--- src/rtl/ram_dp_be_if.sv ---
// Port bundle for ram_dp_be: clear control, port A read/write, port B read.
// The RAM owns the slave side; the master side drives commands and reads data back.
interface ram_dp_be_if #(
  parameter int DATA_W = 32,
  parameter int ADDR_W = 5
);
  logic                  clr;
  logic                  busy;
  logic                  err;
  logic                  a_cen;
  logic                  a_wen;
  logic [DATA_W/8-1:0]   a_be;
  logic [ADDR_W-1:0]     a_addr;
  logic [DATA_W-1:0]     a_din;
  logic [DATA_W-1:0]     a_dout;
  logic                  b_cen;
  logic [ADDR_W-1:0]     b_addr;
  logic [DATA_W-1:0]     b_dout;

  modport master (
    output clr, a_cen, a_wen, a_be, a_addr, a_din, b_cen, b_addr,
    input  busy, err, a_dout, b_dout
  );

  modport slave (
    input  clr, a_cen, a_wen, a_be, a_addr, a_din, b_cen, b_addr,
    output busy, err, a_dout, b_dout
  );
endinterface

--- src/rtl/ram_dp_be.sv ---
// Dual-port RAM (A: byte-enabled read/write, B: read) with a zeroing sweep after reset or clr.
// Reads return one cycle later; during the sweep both ports are locked out and err flags access.
module ram_dp_be #(
  parameter int DATA_W   = 32,
  parameter int ADDR_W   = 5,
  parameter int RDW_MODE = 0
) (
  input  logic        clk,
  input  logic        reset_n,
  ram_dp_be_if.slave  bus
);
  localparam int                NBYTE = DATA_W / 8;
  localparam int                DEPTH = 2 ** ADDR_W;
  localparam logic [ADDR_W-1:0] LAST  = ADDR_W'(DEPTH - 1);

  typedef enum logic {CLEAR, IDLE} state_t;

  state_t            state, state_nxt;
  logic [ADDR_W-1:0] ptr;
  logic [DATA_W-1:0] mem [DEPTH];
  logic              busy_c;
  logic              a_wr;
  logic [DATA_W-1:0] a_merged;
  logic [DATA_W-1:0] b_word;
  logic [DATA_W-1:0] a_dout_q, b_dout_q;
  logic              err_q;

  always_ff @(posedge clk or negedge reset_n) begin
    if (!reset_n) state <= CLEAR;
    else          state <= state_nxt;
  end

  always_comb begin
    state_nxt = state;
    case (state)
      CLEAR:   if (ptr == LAST) state_nxt = IDLE;
      IDLE:    if (bus.clr)     state_nxt = CLEAR;
      default: state_nxt = CLEAR;
    endcase
  end

  always_comb begin
    busy_c = (state == CLEAR);
  end

  // Pointer parks on the last word once the sweep ends and is rearmed by clr.
  always_ff @(posedge clk or negedge reset_n) begin
    if (!reset_n)                ptr <= '0;
    else if (busy_c)             ptr <= (ptr == LAST) ? ptr : ptr + 1'b1;
    else if (bus.clr)            ptr <= '0;
  end

  assign a_wr = ~busy_c & bus.a_cen & bus.a_wen;

  always_comb begin
    a_merged = mem[bus.a_addr];
    for (int i = 0; i < NBYTE; i++) begin
      if (bus.a_be[i]) a_merged[8*i +: 8] = bus.a_din[8*i +: 8];
    end
  end

  // Same-address collision: forward the merged word to B only in new-data mode.
  always_comb begin
    b_word = mem[bus.b_addr];
    if (RDW_MODE != 0 && a_wr && bus.a_addr == bus.b_addr) b_word = a_merged;
  end

  always_ff @(posedge clk) begin
    if (busy_c)    mem[ptr]        <= '0;
    else if (a_wr) mem[bus.a_addr] <= a_merged;
  end

  always_ff @(posedge clk or negedge reset_n) begin
    if (!reset_n) begin
      a_dout_q <= '0;
      b_dout_q <= '0;
      err_q    <= 1'b0;
    end else if (busy_c) begin
      a_dout_q <= '0;
      b_dout_q <= '0;
      err_q    <= bus.a_cen | bus.b_cen;
    end else begin
      a_dout_q <= (bus.a_cen && !bus.a_wen) ? mem[bus.a_addr] : '0;
      b_dout_q <= bus.b_cen ? b_word : '0;
      err_q    <= 1'b0;
    end
  end

  assign bus.busy   = busy_c;
  assign bus.a_dout = a_dout_q;
  assign bus.b_dout = b_dout_q;
  assign bus.err    = err_q;
endmodule

--- src/flat_wrapper.sv ---
// flat-port wrapper written by rule: the top's interface ports become plain ports
module ram_dp_be_flat 
#(
  parameter int DATA_W   = 32,
  parameter int ADDR_W   = 5,
  parameter int RDW_MODE = 0
)
  (clk, reset_n, bus_clr, bus_a_cen, bus_a_wen, bus_a_be, bus_a_addr, bus_a_din, bus_b_cen, bus_b_addr, bus_busy, bus_err, bus_a_dout, bus_b_dout);
  ram_dp_be_if #(.DATA_W(DATA_W), .ADDR_W(ADDR_W)) bus_i ();
  input  logic clk;
  input  logic reset_n;
  input wire logic [$bits(bus_i.clr)-1:0] bus_clr;
  input wire logic [$bits(bus_i.a_cen)-1:0] bus_a_cen;
  input wire logic [$bits(bus_i.a_wen)-1:0] bus_a_wen;
  input wire logic [$bits(bus_i.a_be)-1:0] bus_a_be;
  input wire logic [$bits(bus_i.a_addr)-1:0] bus_a_addr;
  input wire logic [$bits(bus_i.a_din)-1:0] bus_a_din;
  input wire logic [$bits(bus_i.b_cen)-1:0] bus_b_cen;
  input wire logic [$bits(bus_i.b_addr)-1:0] bus_b_addr;
  output wire logic [$bits(bus_i.busy)-1:0] bus_busy;
  output wire logic [$bits(bus_i.err)-1:0] bus_err;
  output wire logic [$bits(bus_i.a_dout)-1:0] bus_a_dout;
  output wire logic [$bits(bus_i.b_dout)-1:0] bus_b_dout;
  assign bus_i.clr = bus_clr;
  assign bus_i.a_cen = bus_a_cen;
  assign bus_i.a_wen = bus_a_wen;
  assign bus_i.a_be = bus_a_be;
  assign bus_i.a_addr = bus_a_addr;
  assign bus_i.a_din = bus_a_din;
  assign bus_i.b_cen = bus_b_cen;
  assign bus_i.b_addr = bus_b_addr;
  assign bus_busy = bus_i.busy;
  assign bus_err = bus_i.err;
  assign bus_a_dout = bus_i.a_dout;
  assign bus_b_dout = bus_i.b_dout;
  ram_dp_be #(.DATA_W(DATA_W), .ADDR_W(ADDR_W), .RDW_MODE(RDW_MODE)) u_core (.clk(clk), .reset_n(reset_n), .bus(bus_i));
endmodule
--- config.mk ---
export PLATFORM = sky130hd
export DESIGN_NAME = ram_dp_be_flat
export DESIGN_NICKNAME = d
export VERILOG_FILES = /design/src/rtl/ram_dp_be_if.sv /design/src/rtl/ram_dp_be.sv /design/src/flat_wrapper.sv
export SDC_FILE = /design/constraint.sdc
export NUM_CORES = 1
export LEC_CHECK = 0
export CORE_ASPECT_RATIO = 1.5
export CORE_MARGIN = 2
export CORE_UTILIZATION = 41
export CTS_BUF_LIST = sky130_fd_sc_hd__clkbuf_16
export CTS_CLUSTER_SIZE = 8
export DETAILED_ROUTE_END_ITERATION = 16
export HOLD_SLACK_MARGIN = 0.15
export SKIP_LAST_GASP = 1
export SLEW_MARGIN = 5
export SYNTH_ARGS = -nofsm -noshare
export SYNTH_HDL_FRONTEND = slang
export SYNTH_SLANG_ARGS = --single-unit
--- constraint.sdc ---
create_clock -name clk -period 3.2 [get_ports clk]
set_clock_uncertainty 0.1 [all_clocks]
set_input_delay 0.96 -clock clk [delete_from_list [all_inputs] [get_ports clk]]
set_output_delay 0.96 -clock clk [all_outputs]
set_load 0.05 [all_outputs]
Yosys cells after proc, flatten, opt, wreduce, memory -nomap -nowiden. Memories as Yosys holds them, arrays and structs flattened. Cells that the tools add are included.

Add/subtract/negate cells: 1. Multipliers: 0. Div/mod/pow operators: 0. Magnitude comparators: 0. Eq/ne operators: 3. Shift-type cells: 0. Multiplexer cells: 22. Bitwise gates (word level): 4. Reduce and logical (&&, ||, !) cells: 4.

Operator list (number): 32-bit two-way mux (5); 8-bit two-way mux (4); 32-bit OR reduction (1); 5-bit two-way mux (4); 1-bit two-way mux (8); 5-bit by 1-bit adder with 5-bit output (second input constant) (1); 5-bit equality test (second input constant) (1); 1-bit bitwise AND (2); 2-bit by 1-bit != test with 1-bit output (second input constant) (1); 2-bit != test (second input constant) (1); 1-bit one-hot mux with 2 select lines (1); 2-bit AND reduction (1); 1-bit logical AND (1); 1-bit logical NOT (1); 1-bit inverter (1); 1-bit bitwise OR (1).

Register bits after elaboration: 71. Bits in latches: 0. RAM bits: 1024. ROM bits: 0. Input port bits: 52. Output and inout port bits: 66. Logic and storage cells: 40. Memories: 1.

Memories: u_core.mem (words 32, width 32, rd ports 2, clocked after memory_dff 0, write ports 1, line ram_dp_be.sv:20) `logic [DATA_W-1:0] mem [DEPTH];`.

Longest topological paths before layout.
Word-level depth: 7. Depth in mapped cells: 9. Depth with buffers taken out: 6.

Worst setup path before layout. Ideal clock, no wire load.

Path type: input port to flip-flop. Start point: in bus_a_wen. End point: mem u_core.mem[0][0] (enable). Setup time: 421 ps. Arrival time: 3436 ps. Setup slack: -757 ps. Stages on the path: 6. Buffers on the path: 2. Cells stage by stage: and3_1 clkbuf_1 clkbuf_1 mux2i_1 nand3_1 nor2_1.

Word-level cells in the longest chain between the ends: 6. Elaborated cells on any way between the ends: 7. Those cells by class: mux (5); bitwise (1); reduce/logical (1).

RTL lines: start: declaration (line flat_wrapper.sv:14) `input wire logic [$bits(bus_i.a_wen)-1:0] bus_a_wen;`; 1-bit bitwise AND * (line ram_dp_be.sv:53) `assign a_wr = ~busy_c & bus.a_cen & bus.a_wen;`; 1-bit two-way mux * (line ram_dp_be.sv:70) `else if (a_wr) mem[bus.a_addr] <= a_merged;`; 1-bit two-way mux * (line ram_dp_be.sv:69) `if (busy_c) mem[ptr] <= '0;`; 1-bit two-way mux (implied by the code) * (line ram_dp_be.sv:70); 32-bit OR reduction (no source line); 5-bit two-way mux (no source line) / 1-bit two-way mux (equally long branches); end: declaration (line ram_dp_be.sv:20).

Mark *: on every way between the ends. The rest lies on a longest branch, timed or not.

Worst setup path in the final report.
Start point: reg u_core.a_dout_q[2] (netlist: u_core.bus.a_dout[2]). End point: out bus_a_dout[2].

RTL lines: start: declaration (line ram_dp_be.sv:25) `logic [DATA_W-1:0] a_dout_q, b_dout_q;`; start signal: assignment (line ram_dp_be.sv:83) `a_dout_q <= (bus.a_cen && !bus.a_wen) ? mem[bus.a_addr] : '0;`; end: declaration (line flat_wrapper.sv:22) `output wire logic [$bits(bus_i.a_dout)-1:0] bus_a_dout;`.

No word-level cell between the ends.

==> run_results.csv <==
group,metric,value,unit
status,run_status,"finished, final reports clean",
power,finalPower,41.3,mW
final_layout,stdcell_count,5122,
route,routedWlPerCell,34.2,um
worst_setup_path,cp_top_family,"flip-flops",
route,drc_errors,0,
worst_setup_path,max_stage_delay,750,ps
grt,gr-total-overflow,0,
cts,cts-root-buf,"clkbuf_16",
final_layout,nets,3470,
placement,place.gp.congestion,0.894,
worst_setup_path,rr_endpoint,"u_core.mem[1][26]$_DFFE_PP_",
cts,clkSinkCount,1095,
yosys,yosysSeqAreaShare,64.7,%
yosys,syn_area,50300,um^2
worst_setup_path,cp.arrival,2140,ps
final_layout,register_area,32500,um^2
cts,clk_path_buf_depth,3,
yosys,ys.flop_type,"edfxtp_1",
yosys,async_flop_share,6.48,%
yosys,yosysTopAreaCellShare,61.2,%
power,power_leakage,22.8,nW
sta,slew_headroom,27.5,%
floorplan,die-area,125000,um^2
cts,insertion_delay,780,ps
grt,grtUsageTotal,27.7,%
placement,post-place-ws,-763,ps
worst_setup_path,critPathMaxFanout,11,
placement,dpl.hpwl,114000,um
sta,slew_viol_final,0,
yosys,ys_warn_count,0,
cts,postCtsSetupRepairBufs,0,
worst_setup_path,critPathKind,"flip-flop to output pin",
final_layout,multi_input_area,17000,um^2
worst_setup_path,cp.depth,1,
grt,grt_max_degree,44,
final_layout,fillers,9824,
power,power.density,657,nW/um^2
grt,grt_pass1_vias,33452,
power,intPower,29.4,mW
route,routed_wl,175000,um
floorplan,ios,118,
final_layout,drive_above_1_share,29.4,%
sta,finalHoldViolations,0,
yosys,synthesis.nets,2964,
power,p_clk_share,36.4,%
worst_setup_path,critPathLaunchType,"flip-flop",
sta,final.period_utilization,100,%
floorplan,core,122000,um^2
yosys,avgSynthCellArea,17.3,um^2
worst_setup_path,setup.worst_path.end,"bus_a_dout[2]",
yosys,synth.area.top_cells,"edfxtp_1 61%, mux4_2 12%, mux2i_1 11%",
worst_setup_path,critical_path.cell_chain,"dlygate4sd2_1",
sta,fmax,313,MHz
cts,cts_tree,"done",
cts,h-tree-depth,4,
yosys,synth_top_area_cell,"edfxtp_1",
power,ir_drop,516,uV
sta,final.hold.worst_slack,527,ps
worst_setup_path,crit_buf_inv,1,
floorplan,rows,157,
route,vias_per_cell,6.28,
job,cap_violations,0,
floorplan,die_y,433,um
worst_setup_path,cp-end-kind,"output pin",
power,seqPwrFrac,43.8,%
cts,clkTransAtPathRegs,50,ps
yosys,synth_edf_count,1024,
floorplan,start_util,41.3,%
min_path,hold_class,"flip-flop to flip-flop",
worst_setup_path,required,2140,ps
route,drtIter0Drc,3407,
yosys,yosysUniqueCellTypes,35,
worst_setup_path,slowest_stage,"dfrtp_1",
sta,setup_viol,0,
power,switching_power,11.9,mW
sta,finalSetupTns,0,ps
sta,fin_crit,3200,ps
grt,antenna_found_initial,6,
final_layout,syn_to_final_growth,25.0,%
sta,fin_ws,1.16,ps
floorplan,dieWidth,290,um
placement,port_buffers,117,
sta,worst_pin_slew,1080,ps
cts,cts_made_buffers,155,
yosys,synthCells,2910,
worst_setup_path,startpoint,"u_core.bus.a_dout[2]$_DFF_PN0_",
power,sw_frac_of_total,28.8,%
route,drtAntennaViolNets,0,
yosys,synth_seq_cells,1095,
placement,dp.cells,4848,
min_path,hp-start,"u_core.ptr[3]$_DFFE_PN0P_",
route,dr.pass1.iters,6,
worst_setup_path,reg2reg_from,"u_core.state$_DFF_PN0_",
grt,grt_pass1_wl,245000,um
power,pwr-share-comb,19.8,%
worst_setup_path,ff2ff_path_depth,7,
route,via_count,32156,
worst_setup_path,r2r_slack,600,ps
==> Yosys cell counts, types with 20 or more instances <==
master,count
mux2_2,45
dfrtp_1,71
a211oi_1,32
mux2i_1,529
a21oi_1,160
buf_1,21
nor2b_1,39
a22oi_1,256
o21ai_0,32
edfxtp_1,1024
clkbuf_1,108
nor2_1,71
nor3_1,20
buf_4,57
o22ai_1,37
mux4_2,276
or4_1,31
buf_2,39
==> power groups by stage <==
stage                     sequential (mW)  combinational (mW)  clock [mW]
after floorplan                      18.5                3.47           0
after global placement               18.2                8.04           0
after detailed placement             18.3                8.11           0
after CTS                            18.1                8.14        15.3
after global routing                 18.2                8.39        15.8
final                                18.1                8.17        15.0
==> layer usage <==
metal | track usage [%] | share of wire, % | vias up
li1 | - | - | 13138
met1 | 32.5 | 36 | 16949
met2 | 47.5 | 50 | 1595
met3 | 4.41 | 6.4 | 472
met4 | 17.8 | 7.1 | 2
met5 | 0 | 0.0074 | -
==> area by class of cell <==
class / instances / area share (%)
Clock buffer: 159 / 6.33
Tap cell: 1590 / 3.17
Timing Repair Buffer: 578 / 10.8
Multi-Input combinational cell: 1578 / 27.0
Inverter: 8 / 0.0478
Antenna cell: 13 / 0.0518
Sequential cell: 1095 / 51.8
Clock inverter: 101 / 0.822
==> stage by stage <==
step,cell area (um^2),utilization (%)
floorplan,50500,-
global placement,58300,47.9
detailed placement,58300,47.9
CTS,62800,51.6
global route,62800,51.6
finish,62800,51.6
==> cell usage in the layout (no fill, tap or decap), types with 71 or more instances in the layout <==
master	instances
edfxtp_1	1024
mux2i_1	529
buf_4	288
mux4_2	276
a22oi_1	256
buf_12	173
clkbuf_16	159
a21oi_1	129
clkdlybuf4s50_1	109
inv_1	97
dfrtp_1	71
==> logic make-up after synthesis <==
kind of cell               count (synthesis)  share of synthesized area (%)
xor gates and xnor gates                   3                         0.0523
muxes                                    850                           23.9
adders and majority gates                  2                         0.0498
DFF                                     1095                           64.7
AOI/OAI and AO/OA                        534                           6.97
and+or+nand+nor                          189                           1.96
buffers and inverters                    237                           2.35
==> worst min path at each step <==
stage	end	slack, ps	depth (start not counted)
finish	u_core.ptr[3]$_DFFE_PN0P_	530	2
global route	u_core.ptr[4]$_DFFE_PN0P_	550	2
CTS	u_core.ptr[3]$_DFFE_PN0P_	530	2
detailed placement	u_core.ptr[3]$_DFFE_PN0P_	520	2
global placement	u_core.ptr[3]$_DFFE_PN0P_	500	2
floorplan	u_core.ptr[3]$_DFFE_PN0P_	460	2
==> worst register-to-register path: cells and delay by family (launching register included) <==
kind / cells / cell delay (ps)
muxes: 1 / 430
DFF: 1 / 410
buffers and inverters: 3 / 720
and+or+nand+nor: 3 / 580
==> registers in the layout, summed over array words and instances (netlist names) <==
name               count
u_core.ptr             5
u_core.bus.b_dout     32
u_core.mem          1024
u_core.bus.a_dout     32
u_core.bus.err         1
u_core.state           1
==> timing repair <==
item,CTS,global route
gates resized for setup,2,1
hold buffers,1,0
setup endpoints to repair,2,32
endpoints found under the hold margin,38,0
Note: power is estimated with default switching activity, not from simulation.
